===== config.mk =====
export PLATFORM = sky130hd
export DESIGN_NAME = mem_access_unit
export DESIGN_NICKNAME = d
export VERILOG_FILES = /design/src/rtl/mem_access_pkg.sv /design/src/rtl/mem_access_unit_lane.sv /design/src/rtl/mem_access_unit.sv
export SDC_FILE = /design/constraint.sdc
export NUM_CORES = 1
export LEC_CHECK = 0
export BUFFER_PORTS_ARGS = -buffer_cell sky130_fd_sc_hd__buf_2
export CORE_ASPECT_RATIO = 0.6
export CORE_MARGIN = 1
export CORE_UTILIZATION = 52
export CTS_CLUSTER_DIAMETER = 100
export CTS_CLUSTER_SIZE = 14
export DETAILED_ROUTE_END_ITERATION = 8
export PLACE_DENSITY_LB_ADDON = 0.05
export SLEW_MARGIN = 10
export SYNTH_ARGS = -nofsm -noshare
export SYNTH_HDL_FRONTEND = slang
export SYNTH_HIERARCHICAL = 1
export SYNTH_SLANG_ARGS = --single-unit

===== constraint.sdc =====
create_clock -name clk -period 2.9 [get_ports clk]
set_input_delay 0.29 -clock clk [delete_from_list [all_inputs] [get_ports clk]]
set_output_delay 0.29 -clock clk [all_outputs]
set_load 0.02 [all_outputs]

===== src/rtl/mem_access_pkg.sv =====
// mem_access_pkg
// Shared types and helpers for the data_ram access unit.
//   mem_size_t  : request access size encoding (3 is illegal)
//   mau_state_t : access FSM state encoding
//   is_misaligned(size, addr_lo) : 1 when the request cannot be executed
//     because of its size/alignment (illegal size counts as an error too)
package mem_access_pkg;

  typedef enum logic [1:0] {
    SZ_BYTE = 2'd0,
    SZ_HALF = 2'd1,
    SZ_WORD = 2'd2
  } mem_size_t;

  typedef enum logic [1:0] {
    IDLE  = 2'd0,
    READ  = 2'd1,
    WRITE = 2'd2,
    RESP  = 2'd3
  } mau_state_t;

  // Size 3 has no meaning, so it is folded into the same error path as a
  // misaligned halfword/word.
  function automatic logic is_misaligned(input logic [1:0] size,
                                         input logic [1:0] addr_lo);
    logic bad;
    bad = 1'b0;
    case (size)
      SZ_BYTE: bad = 1'b0;
      SZ_HALF: bad = addr_lo[0];
      SZ_WORD: bad = (addr_lo != 2'b00);
      default: bad = 1'b1;
    endcase
    return bad;
  endfunction

endpackage


===== src/rtl/mem_access_unit_lane.sv =====
// mem_lane_unit
// Combinational lane steering for the data_ram access unit.
//   addr_lo   in  2   byte offset inside the word
//   size      in  2   access size (mem_size_t encoding)
//   is_signed in  1   sign-extend sub-word load data
//   ram_word  in  32  word read from the RAM
//   wdata     in  32  store data, right-aligned
//   load_data out 32  extracted and extended load result
//   merged    out 32  ram_word with the store data inserted at its lane(s)
// Lanes are little-endian: byte n is bits [8n+7:8n], the upper half is [31:16].
module mem_lane_unit
  import mem_access_pkg::*;
(
  input  logic [1:0]  addr_lo,
  input  logic [1:0]  size,
  input  logic        is_signed,
  input  logic [31:0] ram_word,
  input  logic [31:0] wdata,
  output logic [31:0] load_data,
  output logic [31:0] merged
);

  logic [31:0] shifted;

  always_comb begin
    // Bring the addressed lane down to bit 0 so extraction is size-only.
    shifted   = ram_word >> {addr_lo, 3'b000};
    load_data = ram_word;
    merged    = wdata;
    case (size)
      SZ_BYTE: begin
        load_data = {{24{is_signed & shifted[7]}}, shifted[7:0]};
        merged    = ram_word;
        merged[{addr_lo, 3'b000} +: 8] = wdata[7:0];
      end
      SZ_HALF: begin
        load_data = {{16{is_signed & shifted[15]}}, shifted[15:0]};
        merged    = ram_word;
        merged[{addr_lo[1], 4'b0000} +: 16] = wdata[15:0];
      end
      default: begin
        load_data = ram_word;
        merged    = wdata;
      end
    endcase
  end

endmodule


===== src/rtl/mem_access_unit.sv =====
// mem_access_unit
// Initiator for the word-wide data_ram. Turns CPU byte/half/word loads and
// stores into RAM cycles; sub-word stores are read-modify-write because the
// RAM has a single write enable and no byte enables.
// Ports:
//   clk, rst                     clock, synchronous active-high reset
//   req_valid/req_ready          request channel
//   req_we, req_size, req_signed, req_addr, req_wdata   request payload
//   rsp_valid/rsp_ready          response channel
//   rsp_rdata, rsp_err           response payload
//   ram_a, ram_d, ram_we, ram_spo  data_ram port (asynchronous read)
// Handshake: a transfer happens on a rising edge where valid && ready are
// both 1. The producer holds valid and payload stable until that edge; the
// response payload stays stable while rsp_valid=1 and rsp_ready=0.
// Optional build macro MEM_ACCESS_BOUNDS_CHECK_EN: a request with any nonzero
// address bit above the RAM range is rejected with rsp_err instead of wrapping.
// The FSM state is visible as the internal signal 'state'.
module mem_access_unit
  import mem_access_pkg::*;
#(
  parameter int ADDR_WIDTH = 15,
  parameter int DATA_WIDTH = 32
) (
  input  logic                  clk,
  input  logic                  rst,
  input  logic                  req_valid,
  output logic                  req_ready,
  input  logic                  req_we,
  input  logic [1:0]            req_size,
  input  logic                  req_signed,
  input  logic [31:0]           req_addr,
  input  logic [31:0]           req_wdata,
  output logic                  rsp_valid,
  input  logic                  rsp_ready,
  output logic [31:0]           rsp_rdata,
  output logic                  rsp_err,
  output logic [ADDR_WIDTH-1:0] ram_a,
  output logic [DATA_WIDTH-1:0] ram_d,
  output logic                  ram_we,
  input  logic [DATA_WIDTH-1:0] ram_spo
);

  if (DATA_WIDTH != 32) begin : g_width_check
    $error("mem_access_unit: DATA_WIDTH must be 32");
  end

  mau_state_t  state;
  logic        lat_we;
  logic [1:0]  lat_size;
  logic        lat_signed;
  logic [1:0]  lat_addr_lo;
  logic [31:0] lat_wdata;
  logic [31:0] load_data;
  logic [31:0] merged;
  logic        req_err;
  logic        accept;

`ifdef MEM_ACCESS_BOUNDS_CHECK_EN
  logic range_err;
  assign range_err = |req_addr[31:ADDR_WIDTH+2];
`else
  // Upper address bits are intentionally dropped so accesses wrap.
  logic unused_upper_addr;
  assign unused_upper_addr = ^req_addr[31:ADDR_WIDTH+2];
  logic range_err;
  assign range_err = 1'b0;
`endif

  assign req_err   = is_misaligned(req_size, req_addr[1:0]) | range_err;
  assign accept    = req_valid && req_ready;

  assign req_ready = (state == IDLE);
  assign rsp_valid = (state == RESP);
  // Decoded straight from the state register so the RAM never sees a glitch
  // and ram_spo is never sampled in a cycle where ram_we is high.
  assign ram_we    = (state == WRITE);

  mem_lane_unit u_lane (
    .addr_lo   (lat_addr_lo),
    .size      (lat_size),
    .is_signed (lat_signed),
    .ram_word  (ram_spo[31:0]),
    .wdata     (lat_wdata),
    .load_data (load_data),
    .merged    (merged)
  );

  always_ff @(posedge clk) begin
    if (rst) begin
      state       <= IDLE;
      lat_we      <= 1'b0;
      lat_size    <= 2'd0;
      lat_signed  <= 1'b0;
      lat_addr_lo <= 2'd0;
      lat_wdata   <= '0;
      ram_a       <= '0;
      ram_d       <= '0;
      rsp_rdata   <= '0;
      rsp_err     <= 1'b0;
    end else begin
      case (state)
        IDLE: begin
          if (accept) begin
            lat_we      <= req_we;
            lat_size    <= req_size;
            lat_signed  <= req_signed;
            lat_addr_lo <= req_addr[1:0];
            lat_wdata   <= req_wdata;
            ram_a       <= req_addr[ADDR_WIDTH+1:2];
            if (req_err) begin
              rsp_err   <= 1'b1;
              rsp_rdata <= '0;
              state     <= RESP;
            end else if (req_we && (req_size == SZ_WORD)) begin
              // Full-word store needs no read; write straight away.
              ram_d <= req_wdata;
              state <= WRITE;
            end else begin
              state <= READ;
            end
          end
        end
        READ: begin
          if (lat_we) begin
            ram_d <= merged;
            state <= WRITE;
          end else begin
            rsp_rdata <= load_data;
            rsp_err   <= 1'b0;
            state     <= RESP;
          end
        end
        WRITE: begin
          rsp_rdata <= '0;
          rsp_err   <= 1'b0;
          state     <= RESP;
        end
        RESP: begin
          if (rsp_ready) begin
            rsp_rdata <= '0;
            rsp_err   <= 1'b0;
            state     <= IDLE;
          end
        end
        default: state <= IDLE;
      endcase
    end
  end

endmodule


==> metrics.txt, run 1 <==
final hold violation count=0; worst relative slew slack=0.396; max-cap viol count=0; f_max=slightly above 400 MHz; Yosys warnings=6; DR DRC count=0; worst setup path class=flop to flop; Netlist cell types=53; CTS H-tree lvls=4; worst-margin pin slew=905 ps; Post-Syn Nets=slightly below 900; clock-pin slew on the worst setup and hold paths=around 60 ps; largest net degree at the start of global routing=between 40 and 50; routed wire length=~21000 um; synthesized area per cell=8.59 um2; routed len/inst=roughly 19 um; R2R cell count=8; CP startpoint kind=flop; DP Area=0.00745 mm2; outcome=completed; r2r endpoint=ram_d[30]; FF-to-FF setup slack=between 400 and 500 ps; CTS resizes=0; critical path's largest stage delay=around 440 ps; antenna violations before repair=0; core area=between 0.01 and 0.015 mm2; crit-path cells=clkinv_1 > ha_1 > nor2_1 > and4b_1 > a21oi_1 > o221ai_1 > mux2i_1 > o2bb2ai_1; capturing element type of the critical path=flop; row count=31; Worst Path Max Fanout=10; Root Driver=clkbuf_16; total CTS buffers=17; Starting Density=0.538; Final Cycle Share=0.857; hold_ws=approximately 110 ps; clock latency at the later pin of the worst-skew pair=roughly 400 ps; gr usage total=0.321; Yosys top cell by area=dfxtp_1; CP max stage cell=ha_1; first-pass GRT wire length=~32000 um; Clock Tree Buf Depth=2; Mapped Cells=760; Setup crit end=ram_d[30]; total grt overflow=0; final setup fails=0; async set-reset flop share out of synthesis=0; Hold WC Path Type=primary input to flop; RSZ-0062 raised after global routing=false; Synth Register Bits=120; Antenna Nets Post-Route=0; dpl hpwl=about 15000 um; most frequent cells in the layout=171 x buf_2, 162 x nand2_1, 118 x dfxtp_1, 87 x a21oi_1, 59 x mux2i_1; cell family with most CP delay=simple AND/OR/NAND/NOR gates; CP Data Arrival Time=approximately 2800 ps; Synth Flop Type=dfxtp_1; design area=between 0.008 and 0.009 mm2; Worst Path Buf+Inv=1; Post-Route Skew=approximately 11 ps; register cell area after layout=roughly 0.0024 mm2; Total Nets Final=approximately 1000; Via density=6.01; Crit path depth=8; DRT iter0 DRCs=just under 700; Placer Congestion=0.901; pwr dens=roughly 900 mW/mm2; Setup Buffers After CTS=0; CP Launch Point=lat_addr_lo[1]; post-layout util=0.661; Ant. Diodes=0; share of layout cells above drive strength 1=0.276; area of the multi-input gates=roughly 0.0038 mm2; FF-to-FF Start=lat_addr_lo[1]; ranking of synthesized cells by area=dfxtp_1 37%, nand2_1 9.3%, mux2i_1 9.0%; filler instances=around 1000; vias in the first global route=approximately 5800; Post-Syn Area=approximately 0.0065 mm2; setup TNS=0 ps; sequential-to-total area share from yosys stat=0.368; via count=approximately 6500; Die ar.=between 0.01 and 0.015 mm2; most common library cell in the layout ignoring fill and taps=buf_2; # IOs=about 190; Leak=about 3.4 nW; die width=about 150 um; CTS tree=yes; number of flops mapped to enable cells by yosys=0; min Tclk post-route=approximately 2500 ps; area share of the largest cell type after synthesis=0.368; Max IR drop VDD=between 0.5 and 0.6 mV; Die Ht=88.8 um; Area growth, synth to finish=23.0%; WP data required=about 3200 ps; # clock sinks=120; Pre-antenna DRT Iters=5; Port Buf Inserts=between 150 and 200; Post-CTS Hold Fix Bufs=0; Max Slew Vio Count=0
==> metrics by stage <==
step / worst slack (ps) / cells / power, mW
floorplan: 726 / 760 / 4.34
global placement: 567 / 1053 / 5.17
detailed placement: 505 / 1053 / 5.24
CTS: 484 / 1085 / 7.31
global route: 253 / 1085 / 7.70
finish: 416 / 1085 / 7.34
==> metal layers <==
layer / GRT usage / vias to the layer above / routed length (um)
met1: 0.465 / 3123 / 10100
met4: 0.0975 / 0 / 292
met2: 0.474 / 309 / 8700
met3: 0.0670 / 30 / 1830
met5: 0 / - / 0
li1: - / 3060 / -
==> where the power goes <==
part	switching (mW)	leakage, nW	internal, mW	total [mW]
Sequential	0.324	0.979	2.04	2.36
Combinational	1.83	2.14	1.09	2.92
Clock	0.806	0.280	1.26	2.06
Total	2.96	3.40	4.38	7.34
==> kinds of logic after synthesis <==
kind of cell             after synthesis  synth area share
multiplexers                          75             0.118
adder cells (fa/ha/maj)               10            0.0192
AND/OR/NAND/NOR                      239             0.172
buffers and inverters                 69            0.0550
AO/OA/AOI/OAI                        247             0.268
flip-flops                           120             0.368
==> sequential cells by signal, indices dropped and copies added, names as in the netlist <==
register / flops
rsp_err: 1
ram_d: 32
rsp_rdata: 32
lat_addr_lo: 2
lat_size: 2
lat_signed: 1
lat_we: 1
state: 2
ram_a: 15
lat_wdata: 32
==> worst min path at each step <==
stage,startpoint,to,cells after the start
2_1_floorplan,req_wdata[16],lat_wdata[16],2
3_3_place_gp,ram_a[7],ram_a[7],2
3_5_place_dp,ram_d[16],ram_d[16],1
4_1_cts,req_addr[4],ram_a[2],3
5_1_grt,req_addr[6],ram_a[4],3
6_report,req_addr[7],ram_a[5],3
==> tightest hold or removal path, cell delays in order <==
cell	delay [ps]
buf_2	90
nand2_1	40
a21oi_1	50
==> final cells by class <==
type / count / area share
flip-flops and latches: 120 / 0.300
inverters: 8 / 0.00374
clock buffers: 20 / 0.0581
clock inverters: 12 / 0.0143
multi-input cells: 571 / 0.470
repair buffers: 189 / 0.128
well taps: 165 / 0.0257
==> Yosys cell counts, drive strengths merged (2+ instances only) <==
| master | count |
|---|---|
| a211oi | 2 |
| a21oi | 90 |
| a221o | 2 |
| a221oi | 2 |
| a22o | 40 |
| a22oi | 24 |
| and2 | 2 |
| and4 | 2 |
| buf | 34 |
| clkbuf | 27 |
| dfxtp | 120 |
| ha | 10 |
| inv | 7 |
| mux2 | 16 |
| mux2i | 59 |
| nand2 | 163 |
| nand2b | 4 |
| nand3 | 2 |
| nand3b | 2 |
| nor2 | 6 |
| nor2b | 40 |
| nor3 | 4 |
| nor3b | 6 |
| o211ai | 5 |
| o21ai | 24 |
| o221ai | 16 |
| o2bb2ai | 33 |
| o32ai | 2 |
Note: power is estimated with default switching activity, not from simulation.
==> run 2: changes to the inputs <==
- CORE_ASPECT_RATIO: 0.6 -> unset
==> metrics.txt, run 2 (same netlist as run 1, synthesis figures left out) <==
outcome=completed; setup ws final=447 ps (+30.9 ps); hold_ws=108 ps (+0.137 ps); WP data required=3240 ps (about the same); worst setup path class=flop to flop; DP Worst Slack=501 ps (-4.07 ps); row count=40 (+29%); Via density=5.83 (-3.0%); top flop regs=lat_wdata x32, ram_d x32, rsp_rdata x32; Post-CTS Hold Fix Bufs=0 (unchanged); DR DRC count=0 (unchanged); Non-Filler Instances=1088 (+0.28%); total CTS buffers=17 (unchanged); vias in the first global route=6024 (+3.8%); final setup fails=0 (unchanged); CTS H-tree lvls=4 (unchanged); Die ar.=0.0130 mm2 (-0.11%); setup TNS=0 ps (unchanged); Placer Congestion=0.919 (+2.0%); clock-pin slew on the worst setup and hold paths=60 ps (about the same); final hold violation count=0 (unchanged); pwr dens=935 mW/mm2 (+2.2%); routed wire length=20200 um (-3.4%); die width=114 um (-22%); most common library cell in the layout ignoring fill and taps=buf_2; core area=0.0121 mm2 (-0.24%); Starting Density=0.539 (+0.00128); Max IR drop VDD=0.614 mV (+12%); min Tclk post-route=2450 ps (-30.9 ps); hold-critical path depth=3 (unchanged); DP Area=0.00746 mm2 (+0.22%); share of layout cells above drive strength 1=0.275 (-0.00109); Ant. Diodes=0 (unchanged); Root Driver=clkbuf_16; worst-margin pin slew=719 ps (-185 ps); largest net degree at the start of global routing=46 (+7.0%); Clock Tree Buf Depth=2 (unchanged); antenna violations before repair=0 (unchanged); Total Nets Final=1021 (unchanged); Final Cycle Share=0.846 (-0.0107); # IOs=187 (unchanged); Area growth, synth to finish=24.3%; worst relative slew slack=0.520 (+0.125); capturing element type of the critical path=flop; CP Data Arrival Time=2800 ps (-30 ps); clock latency at the later pin of the worst-skew pair=420 ps (about the same); f_max=408 MHz (+1.3%); RSZ-0062 raised after global routing=false; R2R cell count=8 (unchanged); CP startpoint kind=flop; Hold WC Path Type=primary input to flop; first-pass GRT wire length=32000 um (about the same); via count=6346 (-2.7%); Cell Count Post-Placement=1056 (+0.28%); routed len/inst=18.6 um (-3.6%); filler instances=1068 (+2.0%); max-cap viol count=0 (unchanged); Port Buf Inserts=171 (unchanged); gr usage total=0.318 (-0.00220); Post-Route Skew=6.14 ps (-4.85 ps); Setup Buffers After CTS=0 (unchanged); design area=0.00811 mm2 (+1.0%); Worst Path Max Fanout=10 (unchanged); Leak=3.43 nW (+0.87%); Pre-antenna DRT Iters=5 (unchanged); CTS tree=yes; Die Ht=114 um (+28%); Antenna Nets Post-Route=0 (unchanged); Max Slew Vio Count=0 (unchanged); DRT iter0 DRCs=586 (-15%); most frequent cells in the layout=171 x buf_2, 162 x nand2_1, 118 x dfxtp_1, 87 x a21oi_1, 59 x mux2i_1; # clock sinks=120 (unchanged); total grt overflow=0 (unchanged); dpl hpwl=14600 um (-2.1%); CTS resizes=0 (unchanged)
-- run 2: changes by cell type in the layout (fill, tap and decap cells not counted), sizes merged --
cell      change
clkinvlp      +1
clkinv        -2
inv           -1
clkbuf        -2
bufinv        +4
-- run 2: final timing paths --
path               end  slack (ps)      startpoint
min          ram_a[12]         110    req_addr[14]
max reg2reg  ram_d[23]         450  lat_addr_lo[1]
min reg2reg   ram_a[2]         450        ram_a[2]
max          ram_d[23]         450  lat_addr_lo[1]
-- run 2: power by group --
group / total (mW) / leakage, nW / internal (mW) / switching, mW
registers: 2.34 / 0.979 / 2.04 / 0.305
clock network: 2.34 / 0.304 / 1.53 / 0.807
logic: 2.90 / 2.15 / 1.10 / 1.81
total: 7.58 / 3.43 / 4.67 / 2.92
-- run 2: layer usage --
layer	global-route usage	wire length [um]	vias to the layer above
met5	0	0	-
met4	0.142	526	0
met3	0.0600	1600	43
met2	0.495	9100	306
met1	0.430	9000	2949
li1	-	-	3048
-- run 2: cell type report --
class	count	area, um2	area share
Multi-Input combinational cell	571	3780	0.466
Sequential cell	120	2400	0.296
Timing Repair Buffer	189	1040	0.128
Clock buffer	18	429	0.0529
Clock inverter	14	220	0.0271
Tap cell	168	210	0.0259
Inverter	8	30.0	0.00370
-- run 2: stage by stage --
stage | utilization | total power [mW]
3_3_place_gp | 0.616 | 5.16
6_report | 0.670 | 7.58
3_5_place_dp | 0.616 | 5.24
5_1_grt | 0.670 | 7.96
4_1_cts | 0.670 | 7.58
2_1_floorplan | - | 4.34
-- run 2: worst max-delay path: stages (launching register included) --
cell and delay [ps]:
dfxtp_2 360, clkinv_1 280, ha_1 410, nor2_1 180, and4_1 390, a21oi_1 140
o221ai_1 240, mux2i_1 180, o2bb2ai_1 180
==> run 3: changes to the inputs <==
- clock period: 2.9 -> 2.5 ns (I/O delays scaled with it)
==> metrics.txt, run 3 (same netlist as run 1, synthesis figures left out) <==
CP startpoint kind=flop; CTS tree=yes; vias in the first global route=6036 (+0.20%); max-cap viol count=0 (unchanged); Hold Crit Endpoint=ram_a[3]; Setup Buffers After CTS=0 (unchanged); Clock Tree Buf Depth=2 (unchanged); DP Area=0.00751 mm2 (+0.57%); pwr dens=1040 mW/mm2 (+11%); design area=0.00805 mm2 (-0.80%); # IOs=187 (unchanged); Die ar.=0.0130 mm2 (unchanged); Worst Path Max Fanout=29 (+19); Area growth, synth to finish=23.3%; f_max=459 MHz (+13%); Via density=5.84 (+0.12%); CP max stage cell=o21ai_4; Starting Density=0.539 (unchanged); CTS resizes=0 (unchanged); top flop regs=lat_wdata x32, ram_d x32, rsp_rdata x32; min Tclk post-route=2180 ps (-274 ps); Root Driver=clkbuf_16; total CTS buffers=17 (unchanged); DRT iter0 DRCs=515 (-12%); routed wire length=20400 um (+0.88%); clock latency at the later pin of the worst-skew pair=420 ps (about the same); DR DRC count=0 (unchanged); Hold WC Path Type=primary input to flop; Leak=3.41 nW (-0.50%); setup TNS=0 ps (unchanged); WP data required=2800 ps (-440 ps); CP Launch Point=lat_addr_lo[0]; die width=114 um (unchanged); total grt overflow=0 (unchanged); area of the multi-input gates=0.00378 mm2 (unchanged); critical path's largest stage delay=430 ps (+20 ps); R2R cell count=6 (-2); CTS H-tree lvls=4 (unchanged); most common library cell in the layout ignoring fill and taps=buf_2; Max IR drop VDD=0.760 mV (+24%); final setup fails=0 (unchanged); final hold violation count=0 (unchanged); worst hold path startpoint=req_addr[5]; crit-path cells=buf_4 > nand3b_1 > o32ai_4 > o21ai_4 > nand2_1 > a22o_1; core area=0.0121 mm2 (unchanged); Post-CTS Hold Fix Bufs=0 (unchanged); worst relative slew slack=0.434 (-0.0863); row count=40 (unchanged); largest net degree at the start of global routing=43 (-6.5%); RSZ-0062 raised after global routing=false; hold-critical path depth=3 (unchanged); most frequent cells in the layout=171 x buf_2, 162 x nand2_1, 118 x dfxtp_1, 87 x a21oi_1, 59 x mux2i_1; Pre-antenna DRT Iters=5 (unchanged); via count=6406 (+0.95%); FF-to-FF setup slack=320 ps (-130 ps); dpl hpwl=14800 um (+1.4%); outcome=completed; clock-pin slew on the worst setup and hold paths=60 ps (about the same); Port Buf Inserts=171 (unchanged); # clock sinks=120 (unchanged); Post-Route Skew=7.00 ps (+0.859 ps); Placer Congestion=0.894 (-2.7%); Ant. Diodes=0 (unchanged); routed len/inst=18.6 um (about the same); gr usage total=0.324 (+0.00516); hold_ws=62.6 ps (-45.6 ps); CP Data Arrival Time=2480 ps (-320 ps); Die Ht=114 um (unchanged); Max Slew Vio Count=0 (unchanged); worst setup path class=flop to flop; Final Cycle Share=0.872 (+0.0258); post-layout util=0.664 (-0.00537); share of layout cells above drive strength 1=0.282 (+0.00702); register cell area after layout=0.00240 mm2 (unchanged); worst-margin pin slew=847 ps (+128 ps); r2r endpoint=rsp_rdata[28]; capturing element type of the critical path=flop; filler instances=1102 (+3.2%); antenna violations before repair=0 (unchanged); FF-to-FF Start=lat_addr_lo[0]; Antenna Nets Post-Route=0 (unchanged); Total Nets Final=1030 (+0.88%); first-pass GRT wire length=32200 um (+0.69%)
## run 3: routing by layer
metal	GRT usage	vias up	share of wire	routed length, um
li1	-	3076	-	-
met1	0.434	3029	0.45	9090
met2	0.514	274	0.46	9370
met3	0.0755	27	0.076	1560
met4	0.103	0	0.018	376
met5	0	-	0	0
## run 3: critical path, delay by kind of cell (launching register included)
family,cells,cell delay (ps)
buffers and inverters,1,360
flip-flops,1,340
AO/OA/AOI/OAI,3,850
AND/OR/NAND/NOR,2,520
## run 3: layout make-up
cell class	instances	share of cell area
Multi-Input combinational cell	571	0.469
Timing Repair Buffer	198	0.135
Clock buffer	19	0.0550
Sequential cell	120	0.299
Clock inverter	13	0.0123
Inverter	8	0.00373
Tap cell	168	0.0261
## run 3: power by group
group	switching [mW]	leakage (nW)	internal (mW)
logic	2.10	2.18	1.28
registers	0.351	0.979	2.37
clock network	0.942	0.254	1.30
## run 3: worst max-delay path by stage
| stage | endpoint | slack, ps | depth (start not counted) |
|---|---|---|---|
| after floorplan | ram_d[26] | 330 | 10 |
| after global placement | ram_d[7] | 440 | 7 |
| after detailed placement | ram_d[7] | 410 | 7 |
| after CTS | rsp_rdata[28] | 360 | 6 |
| after global routing | rsp_rdata[28] | 190 | 6 |
| final | rsp_rdata[28] | 320 | 6 |
## run 3: stage by stage
stage | total power, mW | worst slack [ps] | instances
finish | 8.34 | 321 | 1097
floorplan | 5.03 | 326 | 760
global route | 8.79 | 193 | 1097
detailed placement | 6.09 | 410 | 1065
CTS | 8.34 | 355 | 1097
global placement | 6.01 | 445 | 1065
